<file path="config.mk">
export PLATFORM = sky130hd
export DESIGN_NAME = event_stretcher
export DESIGN_NICKNAME = d
export VERILOG_FILES = /design/src/rtl/event_stretcher.sv
export SDC_FILE = /design/constraint.sdc
export NUM_CORES = 1
export LEC_CHECK = 0
export CAP_MARGIN = 0
export CORE_AREA = 2 2 55 57
export DETAILED_ROUTE_END_ITERATION = 8
export DIE_AREA = 0 0 57 59
export PLACE_DENSITY = 0.72
export SETUP_SLACK_MARGIN = 0.5
export SKIP_LAST_GASP = 1
export SLEW_MARGIN = 5
export SYNTH_ARGS = -nofsm -noshare
export SYNTH_HDL_FRONTEND = slang
export SYNTH_SLANG_ARGS = --single-unit
export TNS_END_PERCENT = 30
</file>
<file path="constraint.sdc">
create_clock -name clk -period 1.9 [get_ports clk]
set_clock_uncertainty 0.05 [all_clocks]
set_input_delay 0.285 -clock clk [delete_from_list [all_inputs] [get_ports clk]]
set_output_delay 0.285 -clock clk [all_outputs]
set_load 0.05 [all_outputs]
</file>
<file path="src/rtl/event_stretcher.sv">
// Turns each rising edge of a clean internal event into one human-visible blink:
// a fixed high time, then a guaranteed low gap; events arriving mid-blink are queued.
module event_stretcher #(
  parameter int ON_FINAL_VALUE  = 249_999,
  parameter int OFF_FINAL_VALUE = 249_999,
  parameter int PEND_WIDTH      = 3
) (
  input  logic                  clk,
  input  logic                  reset,
  input  logic                  event_in,
  output logic                  stretched,
  output logic                  busy,
  output logic [PEND_WIDTH-1:0] pending_count,
  output logic                  overflow
);

  localparam int MAX_FINAL = (ON_FINAL_VALUE > OFF_FINAL_VALUE) ? ON_FINAL_VALUE : OFF_FINAL_VALUE;
  localparam int TW        = (MAX_FINAL > 0) ? $clog2(MAX_FINAL + 1) : 1;

  localparam logic [TW-1:0]         ON_T     = TW'(ON_FINAL_VALUE);
  localparam logic [TW-1:0]         OFF_T    = TW'(OFF_FINAL_VALUE);
  localparam logic [PEND_WIDTH-1:0] PEND_MAX = '1;

  typedef enum logic [1:0] {IDLE, ON, OFF} state_t;

  state_t          state;
  logic [TW-1:0]   timer;
  logic            event_q;
  logic            rise;
  logic            pend_full;

  assign rise      = event_in & ~event_q;
  assign pend_full = (pending_count == PEND_MAX);

  always_ff @(posedge clk) begin
    if (reset) begin
      state         <= IDLE;
      stretched     <= 1'b0;
      busy          <= 1'b0;
      pending_count <= '0;
      overflow      <= 1'b0;
      timer         <= '0;
      // Treat the input as already high so a level held through reset is not an event.
      event_q       <= 1'b1;
    end else begin
      event_q  <= event_in;
      overflow <= 1'b0;
      case (state)
        IDLE: begin
          timer <= '0;
          if (rise) begin
            state     <= ON;
            stretched <= 1'b1;
            busy      <= 1'b1;
          end
        end

        ON: begin
          if (rise) begin
            if (pend_full) overflow      <= 1'b1;
            else           pending_count <= pending_count + PEND_WIDTH'(1);
          end
          if (timer == ON_T) begin
            state     <= OFF;
            stretched <= 1'b0;
            timer     <= '0;
          end else begin
            timer <= timer + TW'(1);
          end
        end

        OFF: begin
          if (timer == OFF_T) begin
            timer <= '0;
            // A rise on the terminal cycle starts the next blink itself; with a
            // non-empty queue it takes a slot while the oldest entry is replayed.
            if (rise || (pending_count != '0)) begin
              state     <= ON;
              stretched <= 1'b1;
              if (!rise) pending_count <= pending_count - PEND_WIDTH'(1);
            end else begin
              state <= IDLE;
              busy  <= 1'b0;
            end
          end else begin
            timer <= timer + TW'(1);
            if (rise) begin
              if (pend_full) overflow      <= 1'b1;
              else           pending_count <= pending_count + PEND_WIDTH'(1);
            end
          end
        end

        default: begin
          state     <= IDLE;
          stretched <= 1'b0;
          busy      <= 1'b0;
          timer     <= '0;
        end
      endcase
    end
  end

endmodule

</file>
; ---- After elaboration in Yosys (flattened, before gate mapping)
; Index checks and enable logic that the tools add are counted.
[word_totals]
ff_bits = 27
latch_bits = 0
ramBits = 0
rom_bits = 0
inputBits = 3
out_inout_bits = 6
wordCells = 58
n_memories = 0
[classes]
n_addsub = 3
multipliers = 0
div = 0
n_lt_le_gt_ge = 0
eq_ne = 11
n_shift = 0
n_mux = 23
n_bitwise = 4
reduce_logical = 10
[ops]
columns = op, count
row1 = adder 18 x 1 -> 18 bit (second input constant), 1
row2 = == test 18 bit (second input constant), 1
row3 = 2-to-1 mux 3 bit, 5
row4 = 2-to-1 mux 1 bit, 10
row5 = != test 2 bit (second input constant), 5
row6 = AND reduction 4 bit, 2
row7 = 2-to-1 mux 2 bit, 3
row8 = != test 3 bit (second input constant), 2
row9 = one-hot mux 1 bit (3 select lines), 2
row10 = one-hot mux 2 bit (3 select lines), 1
row11 = one-hot mux 3 bit (2 select lines), 1
row12 = AND reduction 3 bit, 2
row13 = adder 3 x 1 -> 3 bit (second input constant), 1
row14 = == test 3 bit (second input constant), 1
row15 = inverter 1 bit, 3
row16 = nonzero test 3 bit, 1
row17 = OR reduction 3 bit, 1
row18 = subtractor 3 x 1 -> 3 bit (second input constant), 1
row19 = == test 2 x 1 -> 1 bit (second input constant), 1
row20 = == test 2 bit (second input constant), 1
row21 = logical NOT 2 bit, 1
row22 = one-hot mux 1 bit (2 select lines), 1
row23 = nonzero test 2 bit, 1
row24 = OR reduction 2 bit, 1
row25 = 2 further kinds, 2

; ---- Longest topological paths before layout
[logic_depth]
word_depth = 6
depth_mapped = 7

; ---- Least setup slack after synthesis
; OpenSTA, ideal clock, no wires.
[synth_path]
path_type = register -> register
start = register pending_count[0]
end = register pending_count[0]
arrival_ns = 1.772
t_required_ns = 1.729
path_slack_ns = -0.043
path_stages_with_launch = 7
path_buffers = 0
synth_period_minus_slack_ns = 1.943
path_cell_list = dfxtp_1 > inv_1 > ha_1 > a21oi_1 > and4_1 > a21o_2 > mux2_4
[synth_between]
elab_chain_len = 5
elab_cells_between_ends = 13
[synth_rtl]
columns = item, line_no
row1 = from (decl), 13  ; output logic [PEND_WIDTH-1:0] pending_count,
row2 = from (signal assigned), 61  ; else pending_count <= pending_count + PEND_WIDTH'(1);
row3 = from (signal assigned), 80  ; if (!rise) pending_count <= pending_count - PEND_WIDTH'(1);
row4 = from (signal assigned), 89  ; else pending_count <= pending_count + PEND_WIDTH'(1);
row5 = adder 3 x 1 -> 3 bit (tied with other cells), "61, 89"
row6 = 2-to-1 mux 3 bit (on tied branches), "60, 88, 80"
row7 = 2-to-1 mux 3 bit (on tied branches), "59, 77"
row8 = 2-to-1 mux 3 bit, 73  ; if (timer == OFF_T) begin
row9 = one-hot mux 3 bit (2 select lines), 48  ; case (state)
; Parallel ways exist; a longest one is shown, timed or not. The select of a mux whose other input is x is not followed.
; A chain may end at the register's enable or synchronous reset.

; ---- Final worst setup path
[layout_path]
start = register timer[8]
end = register pending_count[2]
[layout_between]
elab_chain_len = 3
elab_cells_between_ends = 6
[layout_rtl]
columns = item, line_no
row1 = from (decl), 27  ; logic [TW-1:0] timer;
row2 = from (signal assigned), 68  ; timer <= timer + TW'(1);
row3 = from (signal assigned), 86  ; timer <= timer + TW'(1);
row4 = == test 18 bit (*), 73
row5 = != test 3 bit (no line) / 2-to-1 mux 3 bit (equally long branches), --
row6 = AND reduction 3 bit (no line) / one-hot mux 3 bit (2 select lines) (equally long branches), --
; Mark *: on every way between the ends. The rest lies on a longest branch, timed or not.

==> results_dict.tcl <==
set metrics [dict create \
    diodes 0 \
    grt_overflow 0 \
    die_x_um 57 \
    synth_top_area_cell "dfxtp_1" \
    netlist.area_leader.share_pct 39.5 \
    period_minus_slack_ns 1.81 \
    period_share_pct 95.2 \
    numClockSinks 27 \
    start_util_pct 50.6 \
    grt_usage_pct 18.5 \
    routedWlPerCell_um 13.5 \
    critPathKind "reg2reg" \
    finalHoldViolations 0 \
    relSlewSlack_pct 67.6 \
    numCtsBuffers 3 \
    worst_setup_path_end_kind "flop" \
    syn_avg_cell_area_um2 8.73 \
    routed_via_density 5.64 \
    ios 9 \
    routabilityCongestion 0.879 \
    vdd_drop_max_v 0.000522 \
    status "complete, no violations" \
    core_area_um2 2710 \
    grt_pass1_vias 1181 \
    critPathBufInv 1 \
    ys_seq_area_share_pct 39.5 \
    yosysMostFrequentCell "nor2_1" \
    setup_viol 0 \
    async_flop_share_pct 0 \
    dp_slack_ns -0.0427 \
    ant_nets 0 \
    cpLargestDelayFamily "simple AND/OR/NAND/NOR gates" \
    wl_um 2840 \
    antenna_found_initial 0 \
    vias 1190 \
    synth_cells 157 \
    tritoncts "built" \
    grt_max_degree 15 \
    fp.dieH_um 59 \
    syn-cell-area_um2 1370 \
    power.total_mw 1.29 \
    synth_commonest_cells "nor2_1 (28), dfxtp_1 (27), xor2_1 (12)" \
    max_stage_delay_ns 0.56 \
    hpwl_um 1990 \
    htree_num_levels 1 \
    final_nets 192 \
    ys_warn_count 0 \
    synth.net_count 168 \
    synth-edff-count 0 \
    cp.required_ns 2.08 \
    worst_slack_ns 0.0908 \
    hold_slack_ns 0.409 \
    p_per_area_nw_per_um2 789 \
    drv_slew 0 \
    critical_path.max_fanout 4 \
    cts_root_buf "clkbuf_4" \
    drt_iter0_markers 44 \
    clock_path_buffers 2 \
    startpoint_type "flop" \
    dieArea_um2 3360 \
    synth_area_leaders "dfxtp_1 (39%), nor2_1 (7.7%), xor2_1 (7.7%), ha_1 (7.3%), xnor2_1 (3.2%)" \
    drc_errors 0 \
    min_path_type "reg2reg" \
    clk_latency_ns 0.32 \
    dominantRegCellSynth "dfxtp_1" \
    ys_seq_elements 27 \
    p_leak_nw 0.667 \
    slowest_stage "or4b_4" \
    area_growth_pct 19.6 \
    final_core_util_pct 60.5 \
    crit_chain "or4b_4 -> nor3_4 -> buf_4 -> and3_1 -> nor3_1 -> o31a_1" \
    grt_pass1_wl_um 4920 \
    tightest_slew_ns 0.488 \
    maxCapViolations 0 \
    rows 19 \
    yosysUniqueCellTypes 34 \
    numPortBuffers 8 \
    grt_setup_unrepaired "true" \
    dr.pass1.iters 5 \
    max_freq_mhz 553 \
    drive_gt1_share_pct 25.0 \
    path_clk_slew_ns 0.14 \
    cp.arrival_ns 1.99 \
]
logic make-up after synthesis:
kind of cell	Yosys count	synth area share [%]
flops	27	39.5
simple gates	73	28.0
buf+inv	11	3.56
mux	1	1.10
xor+xnor	17	10.9
fa+ha+maj	8	7.31
compound gates	20	9.68
repair_timing:
action	CTS	global route
setup endpoints to repair	31	30
resized for setup	22	2
cloned	2	0
pin swaps	0	2
hold buffers	0	0
buffers inserted	1	0
hold endpoints to repair	0	0
registers in the layout, summed over array words and instances (netlist names):
signal	cells
pending_count	3
event_q	1
stretched	1
state	2
overflow	1
timer	18
busy	1
stage by stage:
stage,area (µm²),std cells,TNS (ns)
floorplan,1390,157,0
global placement,1570,204,0
detailed placement,1570,204,-0.0427
CTS,1640,211,0
global route,1640,211,-0.0572
finish,1640,211,0
layout make-up:
cell class | instances | area [µm²]
fill | 248 | 1070
multi-input combinational | 121 | 838
sequential | 27 | 547
timing repair buffer | 20 | 159
tap | 31 | 38.8
inverter | 8 | 30.0
clock buffer | 4 | 26.3
where the power goes:
group / internal (mW) / switching, mW / leakage [nW]
sequential: 0.602 / 0.0240 / 0.221
combinational: 0.156 / 0.272 / 0.431
clock: 0.0821 / 0.157 / 0.0150
total: 0.841 / 0.453 / 0.667
path summary, 6_finish.rpt:
kind                 start  slack, ns  cells after the start               end
hold / removal    timer[0]       0.41                      1          timer[0]
hold reg to reg   timer[0]       0.41                      1          timer[0]
setup / recovery  timer[8]       0.09                      6  pending_count[2]
setup reg to reg  timer[8]       0.09                      6  pending_count[2]
per-layer routing:
| layer | up-vias | routed length [µm] | GRT usage, % |
|---|---|---|---|
| met4 | 0 | 63 | 9.30 |
| li1 | 586 | - | - |
| met3 | 7 | 97 | 1.97 |
| met2 | 27 | 1460 | 35.0 |
| met5 | - | 0 | 0 |
| met1 | 570 | 1220 | 20.5 |
cells in the final DEF, fill, tap and decap left out, types with 3 or more instances in the layout:
cell      instances
nor2_1           26
dfxtp_1          22
buf_4            13
xor2_1           12
inv_1             8
ha_1              8
nand2_1           7
nand3_1           7
and3_1            6
a21oi_1           6
xnor2_1           5
dfxtp_2           5
nand4_1           4
a211oi_1          4
o21ai_0           4
clkbuf_4          3
(Power assumes the default switching activity.)
